`config.mk`:
```
export PLATFORM = sky130hd
export DESIGN_NAME = exhaustive_vector_sequencer
export DESIGN_NICKNAME = d
export VERILOG_FILES = /design/src/rtl/exhaustive_vector_sequencer.sv
export SDC_FILE = /design/constraint.sdc
export NUM_CORES = 1
export LEC_CHECK = 0
export CORE_MARGIN = 2
export CORE_UTILIZATION = 45
export DETAILED_ROUTE_END_ITERATION = 8
export PLACE_DENSITY_LB_ADDON = 0.12
export SYNTH_ARGS = -nofsm -noshare
export SYNTH_HDL_FRONTEND = slang
export SYNTH_SLANG_ARGS = --single-unit
```
`constraint.sdc`:
```
create_clock -name CK -period 2.9 [get_ports CK]
set_clock_uncertainty 0.2 [all_clocks]
set_input_delay 0.435 -clock CK [delete_from_list [all_inputs] [get_ports CK]]
set_output_delay 0.435 -clock CK [all_outputs]
set_load 0.01 [all_outputs]
```
`src/rtl/exhaustive_vector_sequencer.sv`:
```
// Walks every N_WIDTH-bit input vector through a benchmark DUT, waits a settle time, captures the
// response, and streams (vector, response) records to a logger while folding responses into a MISR and a ones count.
module exhaustive_vector_sequencer #(
  parameter int unsigned N_WIDTH       = 4,
  parameter int unsigned OUT_WIDTH     = 1,
  parameter int unsigned SETTLE_CYCLES = 1
) (
  input  logic                 CK,
  input  logic                 reset,
  input  logic                 start,
  output logic [N_WIDTH-1:0]   N,
  input  logic [OUT_WIDTH-1:0] dut_out,
  output logic                 busy,
  output logic                 done,
  output logic                 rec_valid,
  input  logic                 rec_ready,
  output logic [N_WIDTH-1:0]   rec_vector,
  output logic [OUT_WIDTH-1:0] rec_response,
  output logic [15:0]          signature,
  output logic [N_WIDTH:0]     ones_count
);

  localparam int unsigned CNT_W = (SETTLE_CYCLES > 1) ? $clog2(SETTLE_CYCLES) : 1;
  localparam logic [CNT_W-1:0]   CNT_RELOAD = CNT_W'(SETTLE_CYCLES - 1);
  localparam logic [CNT_W-1:0]   CNT_ONE    = CNT_W'(1);
  localparam logic [N_WIDTH-1:0] VEC_ONE    = N_WIDTH'(1);
  localparam logic [N_WIDTH:0]   ONES_ONE   = (N_WIDTH + 1)'(1);
  localparam logic [15:0]        MISR_POLY  = 16'h1021;

  typedef enum logic [2:0] {
    S_IDLE,
    S_SETTLE,
    S_CAPTURE,
    S_EMIT,
    S_DONE
  } state_e;

  state_e                 state_q, state_d;
  logic [N_WIDTH-1:0]     vec_q, vec_d;
  logic [CNT_W-1:0]       cnt_q, cnt_d;
  logic [OUT_WIDTH-1:0]   resp_q, resp_d;
  logic [15:0]            sig_q, sig_d;
  logic [N_WIDTH:0]       ones_q, ones_d;
  logic                   busy_q, busy_d;
  logic                   done_q, done_d;
  logic                   valid_q, valid_d;
  logic [15:0]            misr_c;

  // Next MISR value folding the live DUT response into the running signature
  always_comb begin
    misr_c = {sig_q[14:0], 1'b0} ^ (sig_q[15] ? MISR_POLY : 16'h0000) ^ 16'(dut_out);
  end

  // Next-state and next-register logic; last vector detected before increment so there is no wrap
  always_comb begin
    state_d = state_q;
    vec_d   = vec_q;
    cnt_d   = cnt_q;
    resp_d  = resp_q;
    sig_d   = sig_q;
    ones_d  = ones_q;
    case (state_q)
      S_IDLE: begin
        if (start) begin
          state_d = S_SETTLE;
          vec_d   = '0;
          cnt_d   = CNT_RELOAD;
          sig_d   = '0;
          ones_d  = '0;
        end
      end
      S_SETTLE: begin
        if (cnt_q == '0) state_d = S_CAPTURE;
        else             cnt_d   = cnt_q - CNT_ONE;
      end
      S_CAPTURE: begin
        resp_d  = dut_out;
        sig_d   = misr_c;
        if (|dut_out) ones_d = ones_q + ONES_ONE;
        state_d = S_EMIT;
      end
      S_EMIT: begin
        if (rec_ready) begin
          if (&vec_q) begin
            state_d = S_DONE;
          end else begin
            vec_d   = vec_q + VEC_ONE;
            cnt_d   = CNT_RELOAD;
            state_d = S_SETTLE;
          end
        end
      end
      S_DONE:  state_d = S_IDLE;
      default: state_d = S_IDLE;
    endcase
    busy_d  = (state_d == S_SETTLE) || (state_d == S_CAPTURE) || (state_d == S_EMIT);
    done_d  = (state_d == S_DONE);
    valid_d = (state_d == S_EMIT);
  end

  always_ff @(posedge CK or negedge reset) begin
    if (!reset) begin
      state_q <= S_IDLE;
      vec_q   <= '0;
      cnt_q   <= '0;
      resp_q  <= '0;
      sig_q   <= '0;
      ones_q  <= '0;
      busy_q  <= 1'b0;
      done_q  <= 1'b0;
      valid_q <= 1'b0;
    end else begin
      state_q <= state_d;
      vec_q   <= vec_d;
      cnt_q   <= cnt_d;
      resp_q  <= resp_d;
      sig_q   <= sig_d;
      ones_q  <= ones_d;
      busy_q  <= busy_d;
      done_q  <= done_d;
      valid_q <= valid_d;
    end
  end

  assign N            = vec_q;
  assign rec_vector   = vec_q;
  assign rec_response = resp_q;
  assign signature    = sig_q;
  assign ones_count   = ones_q;
  assign busy         = busy_q;
  assign done         = done_q;
  assign rec_valid    = valid_q;

endmodule

```
==> results of run 1 <==
[power by group through the flow]
stage / combinational (uW) / sequential (uW) / clock (uW)
floorplan: 380 / 770 / 0
global placement: 715 / 753 / 0
detailed placement: 725 / 756 / 0
CTS: 728 / 751 / 273
global route: 786 / 778 / 295
finish: 717 / 749 / 263
[worst max path at each step]
| stage | start | endpoint | slack [ns] | cells after the start |
|---|---|---|---|---|
| after floorplan | state_q[2]$_DFF_PN0_ | ones_count[4]$_DFFE_PN0P_ | 1.30 | 5 |
| after global routing | signature[15]$_DFFE_PN0P_ | signature[15] | 0.80 | 1 |
| after detailed placement | dut_out | ones_count[3]$_DFFE_PN0P_ | 0.70 | 4 |
| after global placement | dut_out | ones_count[3]$_DFFE_PN0P_ | 0.70 | 4 |
| final | signature[15]$_DFFE_PN0P_ | signature[15] | 0.87 | 1 |
| after CTS | signature[15]$_DFFE_PN0P_ | signature[15] | 0.86 | 1 |
[per-layer routing]
| layer | wire length (um) | vias to the layer above |
|---|---|---|
| met5 | 0 | - |
| met4 | 25 | 0 |
| met3 | 172 | 4 |
| met2 | 1230 | 42 |
| met1 | 1230 | 496 |
| li1 | - | 487 |
[cell usage in the layout, fill, tap and decap left out, drive strengths merged]
cell type	synthesis	routed
clkdlybuf4s50	0	37
dfrtp	32	32
a22o	16	16
nand3	10	10
clkbuf	1	8
nand2	6	6
nor3	5	5
nor2	4	4
o21ai	4	4
a21oi	3	3
xor2	3	3
mux2i	3	3
inv	2	2
and4b	2	2
ha	2	2
buf	11	2
o211a	1	1
nand4	1	1
a2bb2oi	1	1
nor3b	1	1
nor4b	1	1
nand4bb	1	1
or3	1	1
or4b	1	1
and2	1	1
and3	1	1
o211ai	1	1
o31ai	1	1
[state kept, by name, indices dropped and copies added, names as in the netlist]
name and cells:
N 4, rec_response 1, busy 1, signature 16, rec_valid 1, ones_count 5
state_q 3, done 1
[cell type report]
cell class | instances | share of cell area [%]
tap | 33 | 2.29
sequential | 32 | 44.3
inverter | 2 | 0.416
multi-input combinational | 70 | 28.4
clock buffer | 8 | 3.25
timing repair buffer | 39 | 21.3
[synthesized netlist by cell type (2+ instances only)]
master,count
nand3_1,10
inv_1,2
o21ai_0,3
buf_6,2
buf_4,6
dfrtp_1,32
and4b_1,2
a21oi_1,3
a22o_1,16
mux2i_1,3
nand2_1,6
nor3_1,5
buf_2,3
xor2_1,3
ha_1,2
nor2_1,3
[stage by stage]
stage | std cells | area, sq um | power (uW) | hold WS, ns
4_1_cts | 184 | 1810 | 1750 | 0.300
3_5_place_dp | 176 | 1750 | 1480 | 0.306
3_3_place_gp | 176 | 1750 | 1470 | 0.296
6_report | 184 | 1810 | 1730 | 0.283
2_1_floorplan | 116 | 1410 | 1150 | -0.0606
5_1_grt | 184 | 1810 | 1860 | 0.316
[kinds of logic (layout without fill, tap and decap cells)]
family | Yosys count | in the layout | share of synthesized area (%)
simple gates | 35 | 35 | 15.5
fa+ha+maj | 2 | 2 | 1.78
xor+xnor | 3 | 3 | 1.87
flops | 32 | 32 | 56.8
mux | 3 | 3 | 2.13
buf+inv | 14 | 49 | 6.75
compound gates | 27 | 27 | 15.2
==> results.md, run 1 <==
- Status: finished clean
- Largest net degree at the start of global routing: 33
- CP Cell Sequence: clkdlybuf4s50_1
- Fin. max-slew vios: 0
- Sequential share of power: between 40% and 50%
- Met2 usage: 25.5%
- Number of inserted diodes: 0
- Post-DRT Antenna Nets: 0
- Critical R2R Launch: state_q[1]$_DFF_PN0_
- GRT Overall Usage: between 10% and 20%
- Sequential Area: ~800 sq um
- DR WL/cell: 14.5 um
- FF-to-FF setup slack: about 0.94 ns
- Gate power share: 41.5%
- Synth Net Count: 123
- Worst setup EP type: output port
- Drt drc: 0
- Clock Latency Late Sink: 0.33 ns
- Die height: 60.0 um
- Number of global-route vias before repair: 973
- Number of antenna violations at the first check in global routing: 0
- Worst-case reg-to-reg path depth: 4
- Final-report hold violation count: 0
- Nets: between 150 and 200
- Worst-Margin Slew: 0.636 ns
- Type of the worst setup path: register to output port
- Primary FF master, synth: dfrtp_1
- Net Sw Frac: 35.1%
- CP Launch Type: register
- Internal Power: roughly 1100 uW
- EDFF count, synth: 0
- Slowest cell on crit path: clkdlybuf4s50_1
- Setup Fix Bufs, Post-CTS: 0
- Hold Buf Count CTS: 0
- Max-Cap Viols: 0
- CP required: 2.27 ns
- Hold WC Path Type: primary input to async pin
- Clk root buf: clkbuf_4
- Unrepaired setup endpoints after global routing: no
- Routability cong.: 0.808
- Synthesized flop and latch total: 32
- PortBufs: 37
- Final Critical Period: ~2.0 ns
- Final setup violation count: 0
- Post-CTS resize count: 0
- Drt first pass iters: 4
- Via count: 1029
- Seq/Total Area, Yosys: 56.8%
- Max-slew headroom: 57.5%
- Met1 usage: 21.8%
- Delay-heaviest family, CP: buffers and inverters
- GRT Max-Usage Layer: met2
- Die footprint: between 0.003 and 0.004 sq mm
- Crit path DAT: 1.39 ns
- DRT Wirelength: 2660 um
- IO Count: 38
- Post-Route Setup TNS: 0 ns
- Clock transition at the registers of the reported paths: ~0.09 ns
- Slowest stage delay, CP: 0.59 ns
- Post-Syn Instances: 116
- Sink Count: 32
- Fmax: 493 MHz
- Fillers: 250
- Die X: 60.0 um
- Row count: 20
- Initial cell density of the core: a little under half
- Initial DRC count: 44
- Total congestion overflow: 0
- Synth area leaders: dfrtp_1 57%, a22o_1 9.9%, nand3_1 3.6%
- Met3 track demand over resource: 7.36%
- Cell variety after synth: 31
- Post-synth top area share: between 50% and 60%
- CP bufs+invs: 1
- RR Endpoint: signature[5]$_DFFE_PN0P_
- Pre-CTS setup slack: 0.701 ns
- Sw Pwr: between 600 and 700 uW
- Area of the multi-input gates: around 510 sq um
- Lkg Pwr: 0.000818 uW
- Share of layout cells above drive strength 1: 7.95%
- Post-Syn Area: 0.00141 sq mm
- Clock power share: 15.2%
- Area Growth Syn to Fin: 28.2%
- Largest fanout on the critical path: 5
- Number of CTS-inserted buffers: 5
- Util after Layout: about three fifths
- Maximum vdd drop: 0.000458 V
- Setup ws final: 0.872 ns
- Area leader, netlist: dfrtp_1
- CTS max path bufs: 2
- Number of H-tree levels: 2
- Cell Pwr Density: ~960 mW/mm^2
- Syn Area/Cell: 12.1 sq um
- Final Cycle Share: between 60% and 70%
- Synth async-reset ratio: 100%
- First-pass GRT wire length: ~4400 um
- DR vias/cell: 5.59
- Synth Warn #: 0
- CTS tree: done
- HPWL Detailed: 1770 um
- Core area: 0.00300 sq mm
(Power assumes the default switching activity.)
==> run 2: changes to the inputs <==
- clock period: 2.9 -> 1.9 ns (I/O delays scaled with it)
==> results.md, run 2 (synthesized netlist as in run 1, its figures left out) <==
- Status: finished clean
- Largest fanout on the critical path: 5 (unchanged)
- Crit path DAT: 1.33 ns (-0.06 ns)
- Clock Latency Late Sink: 0.33 ns (about the same)
- Number of inserted diodes: 0 (unchanged)
- GRT Overall Usage: 18.7% (+1.6 points)
- Worst setup EP type: output port
- Via count: 1051 (+2.1%)
- RR Endpoint: ones_count[2]$_DFFE_PN0P_
- Area Growth Syn to Fin: 32.5%
- Cell Pwr Density: 1440 mW/mm^2 (+51%)
- Number of H-tree levels: 2 (unchanged)
- Sink Count: 32 (unchanged)
- Layout Cells excl Fill: 191 (+3.8%)
- Hold Buf Count CTS: 0 (unchanged)
- Slowest cell on crit path: clkdlybuf4s50_1
- Type of the worst setup path: register to output port
- CP required: 1.41 ns (-0.86 ns)
- Max-Cap Viols: 0 (unchanged)
- CP bufs+invs: 1 (unchanged)
- DR WL/cell: 14.7 um (+1.9%)
- Setup Fix Bufs, Post-CTS: 0 (unchanged)
- Met2 usage: 27.3% (+1.9 points)
- Met3 track demand over resource: 7.14% (-0.22 points)
- Hold WC Path Type: primary input to async pin
- Post-DRT Antenna Nets: 0 (unchanged)
- Row count: 20 (unchanged)
- CP Cell Sequence: clkdlybuf4s50_1
- Met1 usage: 24.4% (+2.6 points)
- Largest register FFs: 16 (unchanged)
- First-pass GRT wire length: 4840 um (+9.8%)
- Most frequent cells in the layout: 37 x clkdlybuf4s50_1, 28 x dfrtp_1, 16 x a22o_1
- Unrepaired setup endpoints after global routing: no
- Worst-case reg-to-reg path depth: 3 (-1)
- Number of antenna violations at the first check in global routing: 0 (unchanged)
- Post-CTS resize count: 1 (+1)
- GRT Max-Usage Layer: met2
- Area after DPL: 0.00180 sq mm (+3.0%)
- Core area: 0.00300 sq mm (unchanged)
- Drt first pass iters: 4 (unchanged)
- Final Cell Area: 0.00187 sq mm (+3.3%)
- Largest net degree at the start of global routing: 33 (unchanged)
- Final-report hold violation count: 0 (unchanged)
- Number of global-route vias before repair: 1027 (+5.5%)
- Inst Count DP: 183 (+4.0%)
- HPWL Detailed: 1920 um (+8.7%)
- Fin. max-slew vios: 0 (unchanged)
- Critical R2R Launch: state_q[0]$_DFF_PN0_
- Slowest stage delay, CP: 0.57 ns (-0.02 ns)
- Delay-heaviest family, CP: buffers and inverters
- Total power: 2690 uW (+56%)
- Final setup violation count: 0 (unchanged)
- CTS max path bufs: 2 (unchanged)
- Lkg Pwr: 0.000852 uW (+4.2%)
- Worst-Margin Slew: 0.639 ns (+0.00229 ns)
- Drt drc: 0 (unchanged)
- DR vias/cell: 5.50 (-1.6%)
- Most common cell after layout, fill and taps aside: clkdlybuf4s50_1
- Final Cycle Share: 95.5%
- Number of CTS-inserted buffers: 5 (unchanged)
- Die X: 60.0 um (unchanged)
- CTS tree: done
- DRT Wirelength: 2820 um (+5.8%)
- Final Critical Period: 1.82 ns
- Clock transition at the registers of the reported paths: 0.10 ns (about the same)
- Die height: 60.0 um (unchanged)
- Routability cong.: 0.781 (-3.3%)
- FF-to-FF setup slack: 0.17 ns (-0.77 ns)
- CP Launch Type: register
- IO Count: 38 (unchanged)
- Fmax: 551 MHz
- Initial DRC count: 47 (+6.8%)
- Maximum vdd drop: 0.000637 V (+39%)
- Share of layout cells above drive strength 1: 15.8% (+7.9 points)
- Initial cell density of the core: 46.9% (unchanged)
- PortBufs: 37 (unchanged)
- Max-slew headroom: 57.4% (-0.15 points)
- Post-Route Setup TNS: 0 ns (unchanged)
- Smallest hold slack: 0.149 ns (-0.134 ns)
- Die footprint: 0.00359 sq mm (unchanged)
- Total congestion overflow: 0 (unchanged)
- Clk root buf: clkbuf_4
- Nets: 164 (+4.5%)
[run 2: cell count changes in the layout (fill, tap and decap cells not counted), sizes merged]
cell	previous run	this run
buf	2	9
clkbuf	8	6
clkinv	0	2
[run 2: how the worst max path moves through the flow]
stage | from | end | cells after the start
after floorplan | state_q[2]$_DFF_PN0_ | ones_count[4]$_DFFE_PN0P_ | 5
after global placement | start | ones_count[0]$_DFFE_PN0P_ | 4
after detailed placement | start | ones_count[0]$_DFFE_PN0P_ | 4
after CTS | N[3]$_DFFE_PN0P_ | N[3] | 1
after global routing | ones_count[2]$_DFFE_PN0P_ | ones_count[2] | 1
final | signature[15]$_DFFE_PN0P_ | signature[15] | 1
[run 2: stage by stage]
| step | worst slack (ns) | utilization (%) |
|---|---|---|
| 2_1_floorplan | 0.297 | - |
| 3_3_place_gp | -0.00153 | 60.0 |
| 3_5_place_dp | -0.0299 | 60.0 |
| 4_1_cts | 0.0249 | 62.0 |
| 5_1_grt | 0.0122 | 62.2 |
| 6_report | 0.0848 | 62.2 |
[run 2: area by class of cell]
type                    count  area [sq um]
fillers                   262          1140
well taps                  33          41.3
clock inverters             2          10.0
clock buffers               6          51.3
inverters                   2          7.51
multi-input cells          70           513
flip-flops and latches     32           806
repair buffers             46           438
[run 2: metal layers]
layer / vias to the layer above / share of wire [%]
met2: 30 / 46
met3: 7 / 6.3
met4: 0 / 1.8
li1: 503 / -
met5: - / 0
met1: 511 / 46
[run 2: report_power, final]
group          internal [uW]  switching, uW  leakage, uW
sequential               904            240     0.000413
clock                    176            225    0.0000380
combinational            659            488     0.000401
total                   1740            953     0.000852
==> run 3: changes to the inputs <==
- CORE_UTILIZATION: 45 -> 47
==> results.md, run 3 (synthesized netlist as in run 1, its figures left out) <==
- Nets: 165 (+0.61%)
- DR WL/cell: 15.3 um (+3.8%)
- Total congestion overflow: 0 (unchanged)
- Lkg Pwr: 0.000862 uW (+1.2%)
- Die X: 58.8 um (-2.0%)
- Worst setup EP type: output port
- Final-report hold violation count: 0 (unchanged)
- Type of the worst setup path: register to output port
- Final Cell Area: 0.00189 sq mm (+1.2%)
- Unrepaired setup endpoints after global routing: no
- Largest net degree at the start of global routing: 33 (unchanged)
- Row count: 19 (-5.0%)
- Core area: 0.00281 sq mm (-6.6%)
- Status: finished with violations
- Most common cell after layout, fill and taps aside: clkdlybuf4s50_1
- Fin. max-slew vios: 0 (unchanged)
- Sink Count: 32 (unchanged)
- Die height: 58.8 um (-2.0%)
- Number of CTS-inserted buffers: 5 (unchanged)
- Final setup violation count: 0 (unchanged)
- DR vias/cell: 5.66 (+2.8%)
- Clk root buf: clkbuf_4
- HPWL Detailed: 1970 um (+2.5%)
- Clock transition at the registers of the reported paths: 0.11 ns (about the same)
- CP bufs+invs: 1 (unchanged)
- Most frequent cells in the layout: 37 x clkdlybuf4s50_1, 29 x dfrtp_1, 16 x a22o_1
- CP required: 1.41 ns (about the same)
- Area Growth Syn to Fin: 34.1%
- GRT Overall Usage: 17.6% (-1.1 points)
- Hold WC Path Type: primary input to async pin
- Initial cell density of the core: 50.2% (+3.3 points)
- Drt first pass iters: 6 (+2)
- Final Cycle Share: 96.7% (+1.2 points)
- PortBufs: 37 (unchanged)
- Area after DPL: 0.00181 sq mm (+0.28%)
- DRT Wirelength: 2910 um (+3.3%)
- Clock Latency Late Sink: 0.34 ns (about the same)
- Die footprint: 0.00345 sq mm (-4.0%)
- Number of antenna violations at the first check in global routing: 0 (unchanged)
- Number of inserted diodes: 0 (unchanged)
- Delay-heaviest family, CP: buffers and inverters
- Share of layout cells above drive strength 1: 15.7% (-0.10 points)
- CTS max path bufs: 2 (unchanged)
- Worst-Margin Slew: 0.594 ns (-0.0444 ns)
- Fmax: 544 MHz (-1.2%)
- Cell Pwr Density: 1490 mW/mm^2 (+3.2%)
- Largest fanout on the critical path: 5 (unchanged)
- IO Count: 38 (unchanged)
- Slowest cell on crit path: clkdlybuf4s50_1
- Hold Buf Count CTS: 0 (unchanged)
- Largest register FFs: 16 (unchanged)
- Number of H-tree levels: 2 (unchanged)
- CP Cell Sequence: clkdlybuf4s50_1
- CTS tree: done
- Initial DRC count: 76 (+62%)
- Max-Cap Viols: 0 (unchanged)
- Final Critical Period: 1.84 ns (+0.0226 ns)
- Slowest stage delay, CP: 0.57 ns (about the same)
- CP Launch Type: register
- Violated checks: design-rule violations
- Pre-CTS setup slack: -0.0148 ns (+0.0151 ns)
- Setup ws final: 0.0622 ns (-0.0226 ns)
- Via count: 1075 (+2.3%)
- Drt drc: 3 (+3)
- Number of global-route vias before repair: 935 (-9.0%)
- Maximum vdd drop: 0.00119 V (+87%)
- Max-slew headroom: 60.3% (+3.0 points)
- Crit path DAT: 1.35 ns (+0.02 ns)
- Fillers: 233 (-11%)
- First-pass GRT wire length: 4440 um (-8.3%)
- Post-DRT Antenna Nets: 0 (unchanged)
- Routability cong.: 0.740 (-5.3%)
run 3: cell count changes in the layout (fill, tap and decap cells not counted), sizes merged:
| cell | change |
|---|---|
| buf | +1 |
| bufinv | +1 |
| clkbuf | -1 |
| clkinv | -1 |
| clkinvlp | +1 |
run 3: what timing repair did:
action                                  in CTS  in global routing
endpoints found under the setup margin       1                  4
resized for setup                            1                  2
setup buffers                                0                  0
run 3: path summary, 6_finish.rpt:
kind / slack, ns / start / endpoint / cells past startpoint
setup reg to reg: 0.13 / state_q[0]$_DFF_PN0_ / ones_count[2]$_DFFE_PN0P_ / 3
max in group asynchronous: 1.06 / reset / signature[15]$_DFFE_PN0P_ / 2
hold reg to reg: 0.33 / ones_count[4]$_DFFE_PN0P_ / ones_count[4]$_DFFE_PN0P_ / 1
setup / recovery: 0.06 / ones_count[2]$_DFFE_PN0P_ / ones_count[2] / 1
hold / removal: 0.12 / reset / signature[4]$_DFFE_PN0P_ / 2
min in group CK: 0.33 / ones_count[4]$_DFFE_PN0P_ / ones_count[4]$_DFFE_PN0P_ / 1
run 3: layout make-up:
| cell class | count | area [sq um] | area share (%) |
|---|---|---|---|
| Sequential cell | 32 | 805 | 42.6 |
| Multi-Input combinational cell | 70 | 513 | 27.2 |
| Timing Repair Buffer | 47 | 445 | 23.6 |
| Clock inverter | 3 | 42.5 | 2.25 |
| Tap cell | 31 | 38.8 | 2.05 |
| Clock buffer | 5 | 37.5 | 1.99 |
| Inverter | 2 | 7.51 | 0.397 |
run 3: per-layer routing:
layer	track usage, %	routed length, um	share of wire, %
met5	0	0	0
met4	10.7	34	1.2
met3	4.62	129	4.4
met2	24.0	1310	45
met1	24.8	1430	49
run 3: where the power goes:
group,internal [uW],total (uW),switching [uW]
Combinational,656,1130,475
Clock,274,518,244
Sequential,901,1160,262
run 3: through the flow:
stage	utilization, %	setup TNS (ns)	cells	hold WS [ns]	total power, uW
2_1_floorplan	-	0	116	-0.211	1760
3_5_place_dp	64.4	-0.0218	182	0.313	2300
3_3_place_gp	64.4	0	182	0.297	2270
4_1_cts	67.3	0	190	0.115	2830
6_report	67.4	0	190	0.122	2810
5_1_grt	67.4	0	190	0.161	2970
